### config.mk
export PLATFORM = sky130hd
export DESIGN_NAME = fu_seq_ctrl_flat
export DESIGN_NICKNAME = d
export VERILOG_FILES = /design/src/rtl/fu_seq_ctrl_pkg.sv /design/src/rtl/fu_seq_ctrl_if.sv /design/src/rtl/fu_seq_mem.sv /design/src/rtl/fu_seq_ctrl.sv /design/src/flat_wrapper.sv
export SDC_FILE = /design/constraint.sdc
export NUM_CORES = 1
export LEC_CHECK = 0
export CORE_MARGIN = 5
export CORE_UTILIZATION = 45
export CTS_CLUSTER_DIAMETER = 40
export DETAILED_ROUTE_END_ITERATION = 6
export PLACE_DENSITY = 0.67
export SLEW_MARGIN = 5
export SYNTH_ARGS = -nofsm -noshare
export SYNTH_HDL_FRONTEND = slang
export SYNTH_SLANG_ARGS = --single-unit
### constraint.sdc
create_clock -name clk -period 3.86 [get_ports clk]
set_clock_uncertainty 0.2 [all_clocks]
set_input_delay 0.772 -clock clk [delete_from_list [all_inputs] [get_ports clk]]
set_output_delay 0.772 -clock clk [all_outputs]
set_load 0.01 [all_outputs]
### src/rtl/fu_seq_ctrl_pkg.sv
// Shared types and constants for the functional-unit self-test sequencer.
package fu_seq_ctrl_pkg;

  typedef enum logic [2:0] {
    ST_IDLE   = 3'd0,
    ST_FU_RST = 3'd1,
    ST_RUN    = 3'd2,
    ST_DRAIN  = 3'd3,
    ST_DONE   = 3'd4
  } seq_state_e;

  localparam logic [3:0] SEQ_IDLE_X = 4'b0000;

  function automatic int unsigned seq_aw(input int unsigned depth);
    return (depth < 2) ? 1 : $clog2(depth);
  endfunction

endpackage

### src/rtl/fu_seq_ctrl_if.sv
// Program-load handshake between the JTAG data-register logic and the sequencer.
interface fu_seq_ctrl_if;
  logic       prog_valid;
  logic [3:0] prog_x;
  logic [3:0] prog_exp;
  logic       prog_ready;

  modport master (output prog_valid, prog_x, prog_exp, input prog_ready);
  modport slave  (input prog_valid, prog_x, prog_exp, output prog_ready);
endinterface

### src/rtl/fu_seq_mem.sv
// DEPTH x 12 register file: {x,exp} program fields and captured y, one write port, two async reads.
module fu_seq_mem #(
  parameter int unsigned DEPTH = 16,
  parameter int unsigned AW    = 4
) (
  input  logic          clk,
  input  logic [AW-1:0] waddr,
  input  logic [1:0]    wbe,      // [0] writes {x,exp}, [1] writes y
  input  logic [11:0]   wdata,
  input  logic [AW-1:0] raddr_p,
  output logic [7:0]    rdata_p,
  input  logic [AW-1:0] raddr_r,
  output logic [3:0]    rdata_r
);

  logic [11:0] mem [DEPTH];

  always_ff @(posedge clk) begin
    if (wbe[0]) mem[waddr][11:4] <= wdata[11:4];
    if (wbe[1]) mem[waddr][3:0]  <= wdata[3:0];
  end

  assign rdata_p = mem[raddr_p][11:4];
  assign rdata_r = mem[raddr_r][3:0];

endmodule

### src/rtl/fu_seq_ctrl.sv
// Self-test sequencer: loads (X, expected Y) pairs, resets the functional unit,
// steps it one X per cycle and captures/compares its state output.
module fu_seq_ctrl
  import fu_seq_ctrl_pkg::*;
#(
  parameter  int unsigned DEPTH = 16,
  localparam int unsigned AW    = seq_aw(DEPTH)
) (
  input  logic          clk,
  input  logic          TLR,
  input  logic          clr,
  fu_seq_ctrl_if.slave  pif,
  input  logic          start,
  output logic          busy,
  output logic          done,
  output logic          pass,
  output logic [AW:0]   fail_cnt,
  output logic [AW-1:0] first_fail,
  output logic          fu_tlr,
  output logic [3:0]    fu_x,
  input  logic [3:0]    fu_y,
  input  logic [AW-1:0] rd_addr,
  output logic [3:0]    rd_y
);

  localparam logic [AW:0]   CNT_FULL = (AW+1)'(DEPTH);
  localparam logic [AW:0]   CNT_ONE  = (AW+1)'(1);
  localparam logic [AW-1:0] IDX_ONE  = AW'(1);

  seq_state_e    state;
  logic [AW:0]   cnt;
  logic [AW-1:0] pidx;
  logic [AW-1:0] cap_idx;
  logic [3:0]    exp_q;
  logic [7:0]    prog_rd;
  logic          idle_like, accept, cap_en, mismatch, last;

  assign idle_like      = (state == ST_IDLE) || (state == ST_DONE);
  assign pif.prog_ready = idle_like && (cnt != CNT_FULL) && !start && !clr;
  assign accept         = pif.prog_valid && pif.prog_ready;

  // exp is staged alongside x so one read port serves the present index;
  // exp_q therefore always belongs to the entry being captured.
  assign cap_en   = ((state == ST_RUN) && (pidx != '0)) || ((state == ST_DRAIN) && (cnt != '0));
  assign cap_idx  = (state == ST_DRAIN) ? (cnt[AW-1:0] - IDX_ONE) : (pidx - IDX_ONE);
  assign mismatch = cap_en && (fu_y != exp_q);
  assign last     = ({1'b0, pidx} == (cnt - CNT_ONE));

  fu_seq_mem #(.DEPTH(DEPTH), .AW(AW)) u_mem (
    .clk     (clk),
    .waddr   (accept ? cnt[AW-1:0] : cap_idx),
    .wbe     ({cap_en, accept}),
    .wdata   ({pif.prog_x, pif.prog_exp, fu_y}),
    .raddr_p (pidx),
    .rdata_p (prog_rd),
    .raddr_r (rd_addr),
    .rdata_r (rd_y)
  );

  always_ff @(posedge clk) begin
    if (TLR) begin
      state      <= ST_IDLE;
      cnt        <= '0;
      pidx       <= '0;
      fail_cnt   <= '0;
      first_fail <= '0;
      fu_x       <= SEQ_IDLE_X;
      exp_q      <= '0;
    end else begin
      case (state)
        ST_IDLE, ST_DONE: begin
          if (start) begin
            state      <= ST_FU_RST;
            fail_cnt   <= '0;
            first_fail <= '0;
            pidx       <= '0;
          end else if (clr) begin
            cnt   <= '0;
            state <= ST_IDLE;
          end else if (accept) begin
            cnt   <= cnt + CNT_ONE;
            state <= ST_IDLE;
          end
        end
        ST_FU_RST: begin
          fu_x  <= SEQ_IDLE_X;
          state <= (cnt != '0) ? ST_RUN : ST_DRAIN;
        end
        ST_RUN: begin
          fu_x  <= prog_rd[7:4];
          exp_q <= prog_rd[3:0];
          pidx  <= pidx + IDX_ONE;
          if (last) state <= ST_DRAIN;
        end
        ST_DRAIN: begin
          fu_x  <= SEQ_IDLE_X;
          state <= ST_DONE;
        end
        default: state <= ST_IDLE;
      endcase

      if (mismatch) begin
        if (fail_cnt != CNT_FULL) fail_cnt <= fail_cnt + CNT_ONE;
        if (fail_cnt == '0)       first_fail <= cap_idx;
      end
    end
  end

  assign busy   = (state == ST_FU_RST) || (state == ST_RUN) || (state == ST_DRAIN);
  assign done   = (state == ST_DONE);
  assign pass   = done && (fail_cnt == '0);
  assign fu_tlr = TLR || (state == ST_FU_RST);

endmodule

### src/flat_wrapper.sv
// flat-port wrapper written by rule: the top's interface ports become plain ports
module fu_seq_ctrl_flat import fu_seq_ctrl_pkg::*;
#(
  parameter  int unsigned DEPTH = 16,
  localparam int unsigned AW    = seq_aw(DEPTH)
)
  (clk, TLR, clr, start, busy, done, pass, fail_cnt, first_fail, fu_tlr, fu_x, fu_y, rd_addr, rd_y, pif_prog_valid, pif_prog_x, pif_prog_exp, pif_prog_ready);
  fu_seq_ctrl_if pif_i ();
  input  logic clk;
  input  logic TLR;
  input  logic clr;
  input  logic start;
  output logic busy;
  output logic done;
  output logic pass;
  output logic [AW:0] fail_cnt;
  output logic [AW-1:0] first_fail;
  output logic fu_tlr;
  output logic [3:0] fu_x;
  input  logic [3:0] fu_y;
  input  logic [AW-1:0] rd_addr;
  output logic [3:0] rd_y;
  input wire logic [$bits(pif_i.prog_valid)-1:0] pif_prog_valid;
  input wire logic [$bits(pif_i.prog_x)-1:0] pif_prog_x;
  input wire logic [$bits(pif_i.prog_exp)-1:0] pif_prog_exp;
  output wire logic [$bits(pif_i.prog_ready)-1:0] pif_prog_ready;
  assign pif_i.prog_valid = pif_prog_valid;
  assign pif_i.prog_x = pif_prog_x;
  assign pif_i.prog_exp = pif_prog_exp;
  assign pif_prog_ready = pif_i.prog_ready;
  fu_seq_ctrl #(.DEPTH(DEPTH)) u_core (.clk(clk), .TLR(TLR), .clr(clr), .pif(pif_i), .start(start), .busy(busy), .done(done), .pass(pass), .fail_cnt(fail_cnt), .first_fail(first_fail), .fu_tlr(fu_tlr), .fu_x(fu_x), .fu_y(fu_y), .rd_addr(rd_addr), .rd_y(rd_y));
endmodule
==> impl_metrics.tcl <==
set metrics [dict create \
    run_status "completed" \
    synthMuxAreaShare_pct 14.1 \
    grt_use_total_pct 16.7 \
    synth_top_family_by_area "multiplexers" \
    p_seq_share_pct 44.9 \
    required_ns 2.89 \
    dp_cells 877 \
    syn_area_um2 9310 \
    cts_root_buf "clkbuf_16" \
    syn_area_per_cell_um2 16.4 \
    power_density_nw_per_um2 551 \
    grt_pass1_vias 5260 \
    start_util_pct 45.9 \
    arrival_ns 2.76 \
    slew_headroom_pct 43.5 \
    antenna_found_initial 0 \
    slew_viol_final 0 \
    ir_worst_vdd_mv 0.427 \
    swShare_pct 25.1 \
    mostFrequentLayoutCell "edfxtp_1" \
    fin_crit_ns 3.74 \
    grt_pass1_wl_um 30900 \
    critPathSlowestCell "mux4_2" \
    hold_violations 0 \
    critPathLaunchType "primary input" \
    cts_buffers 30 \
    setup_viol 0 \
    io-pin-count 43 \
    comb_power_share_pct 11.9 \
    postCtsSetupBuffers 0 \
    synthFlopType "edfxtp_1" \
    dr_total_vias 5277 \
    synth-xor-area-share_pct 1.22 \
    critPathMaxFanout 16 \
    async_reset_ff_share_pct 0 \
    endpoint_kind "output pin" \
    synth_cell_types 54 \
    cts_tree "built" \
    p_sw_mw 1.55 \
    final_area_um2 11200 \
    critPathBufInv 3 \
    die_y_um 154 \
    synth_edf_count 192 \
    cts_resized 4 \
    synthSimpleGateAreaFrac_pct 8.60 \
    drt_pre_antenna_iters 5 \
    first_iter_violations 401 \
    worst_slew_pin_slew_ns 0.847 \
    final_nets 667 \
    gp_congestion 0.863 \
    setup_ws_ns 0.124 \
    rsz0062_at_grt "false" \
    clk_pin_slew_worst_paths_ns 0.06 \
    cpPeakStageDelay_ns 0.52 \
    fin_util_pct 55.0 \
    p_leak_nw 3.55 \
    stdcell_count 933 \
    htreeDepth 1 \
    syn_nets 597 \
    wire_per_inst_um 21.2 \
    syn2layout_area_growth_pct 20.0 \
    grt_max_degree 27 \
    core_um2 20300 \
    layout_common_cells "edfxtp_1, nor2_1, mux4_2" \
    clock_latency_ns 0.54 \
    synth_compound_area_share_pct 4.33 \
    dieArea_um2 23700 \
    cts_hold_buffers 0 \
    port-buffer-count 42 \
    final_layout_size_suffix_gt1_share_pct 20.8 \
    cpLargestDelayFamily "multiplexers" \
    clk_path_buf_depth 3 \
    die_w_um 154 \
    synth-seq-cells 225 \
    power_mw 6.15 \
    synthCells 569 \
    whs_ns 0.279 \
    place_area_um2 10200 \
    routed_wl_um 19800 \
    cap_violations 0 \
    fill_cells 1635 \
    cts.sinks 225 \
    ys_seq_area_share_pct 69.0 \
    fin_tns_setup_ns 0 \
    ant_nets 0 \
    internal_power_mw 4.61 \
    crit_top_cell "mux4_2" \
    drc_errors 0 \
    synthAdderAreaFrac_pct 0.941 \
    crit_type "primary input to output pin" \
    ys_warn_count 0 \
    power_frac_clock_pct 43.1 \
    gr-total-overflow 0 \
    routed_via_density 5.66 \
    min_path_type "flip-flop to flip-flop" \
    crit_path_cell_trace "clkdlybuf4s50_1 > buf_12 > mux4_2 > mux4_2 > dlygate4sd2_1" \
    std_cell_rows 52 \
    antenna_cells 0 \
    fin_crit_sh_pct 96.8 \
    post-place-ws_ns -0.0921 \
    max_freq_mhz 268 \
    dp_hpwl_um 13400 \
]
[flip-flops by register name, indices dropped and copies added, names as in the netlist, named ones only]
register           count
u_core.fail_cnt        5
u_core.exp_q           4
u_core.first_fail      4
u_core.pidx            4
u_core.fu_x            4
u_core.cnt             5
u_core.u_mem.mem     192
u_core.state           3
[layout make-up]
cell class	count	area (um^2)	share of cell area (%)
sequential	225	6430	57.6
multi-input combinational	303	2730	24.4
clock buffer	33	783	7.01
timing repair buffer	69	643	5.76
tap	270	338	3.03
clock inverter	23	211	1.89
inverter	10	37.5	0.336
[synthesized netlist by cell type (all sizes together), types with 4 or more instances]
cell | instances | share of area (%)
ha | 7 | 0.94
xor2 | 5 | 0.47
nand2b | 9 | 0.60
nand3 | 17 | 0.91
edfxtp | 192 | 62
xnor2 | 8 | 0.75
or2 | 6 | 0.40
nor2 | 57 | 2.3
inv | 10 | 0.40
a22oi | 5 | 0.40
buf | 12 | 0.58
clkbuf | 19 | 0.77
mux4 | 52 | 13
o21ai | 8 | 0.43
dfxtp | 33 | 7.1
nor3 | 12 | 0.65
mux2i | 11 | 1.2
a31oi | 6 | 0.40
nand2 | 17 | 0.69
a21oi | 23 | 1.2
a211oi | 4 | 0.32
nand4 | 7 | 0.47
o31a | 4 | 0.38
nor2b | 4 | 0.27
[worst reg2reg max path: stages, from the launching register on]
cell,delay (ns)
dfxtp_1,0.60
inv_1,0.17
mux2i_1,0.38
inv_1,0.16
ha_1,0.25
nand2b_1,0.07
a21boi_0,0.13
or2_1,0.30
o31a_1,0.37
nor2_1,0.35
[metal layers]
metal / vias to the layer above / GRT usage (%) / wire length, um
li1: 2401 / - / -
met5: - / 0 / 0
met4: 0 / 4.54 / 439
met2: 149 / 28.7 / 10000
met3: 39 / 3.18 / 958
met1: 2688 / 22.0 / 8370
[final timing paths]
| kind | cells past startpoint | slack, ns | endpoint | from |
|---|---|---|---|---|
| worst max register to register | 9 | 0.55 | u_core.u_mem.mem[10][0] | u_core.cnt[0] |
| worst max-delay path | 5 | 0.12 | rd_y[2] | rd_addr[0] |
| worst min-delay path | 2 | 0.28 | u_core.first_fail[2] | u_core.first_fail[2] |
| worst min register to register | 2 | 0.28 | u_core.first_fail[2] | u_core.first_fail[2] |
[kinds of logic after synthesis]
| kind of cell | after synthesis |
|---|---|
| AO/OA/AOI/OAI | 62 |
| buffers and inverters | 41 |
| flip-flops | 225 |
| adder cells (fa/ha/maj) | 7 |
| XOR/XNOR | 13 |
| multiplexers | 66 |
| AND/OR/NAND/NOR | 155 |
[power groups by stage]
stage               Clock [mW]  Combinational (mW)  Sequential, mW
floorplan                    0               0.530            2.76
global placement             0               0.728            2.81
detailed placement           0               0.739            2.82
CTS                       2.71               0.739            2.77
global route              2.82               0.799            2.78
finish                    2.65               0.735            2.77
Note: power is estimated with default switching activity, not from simulation.
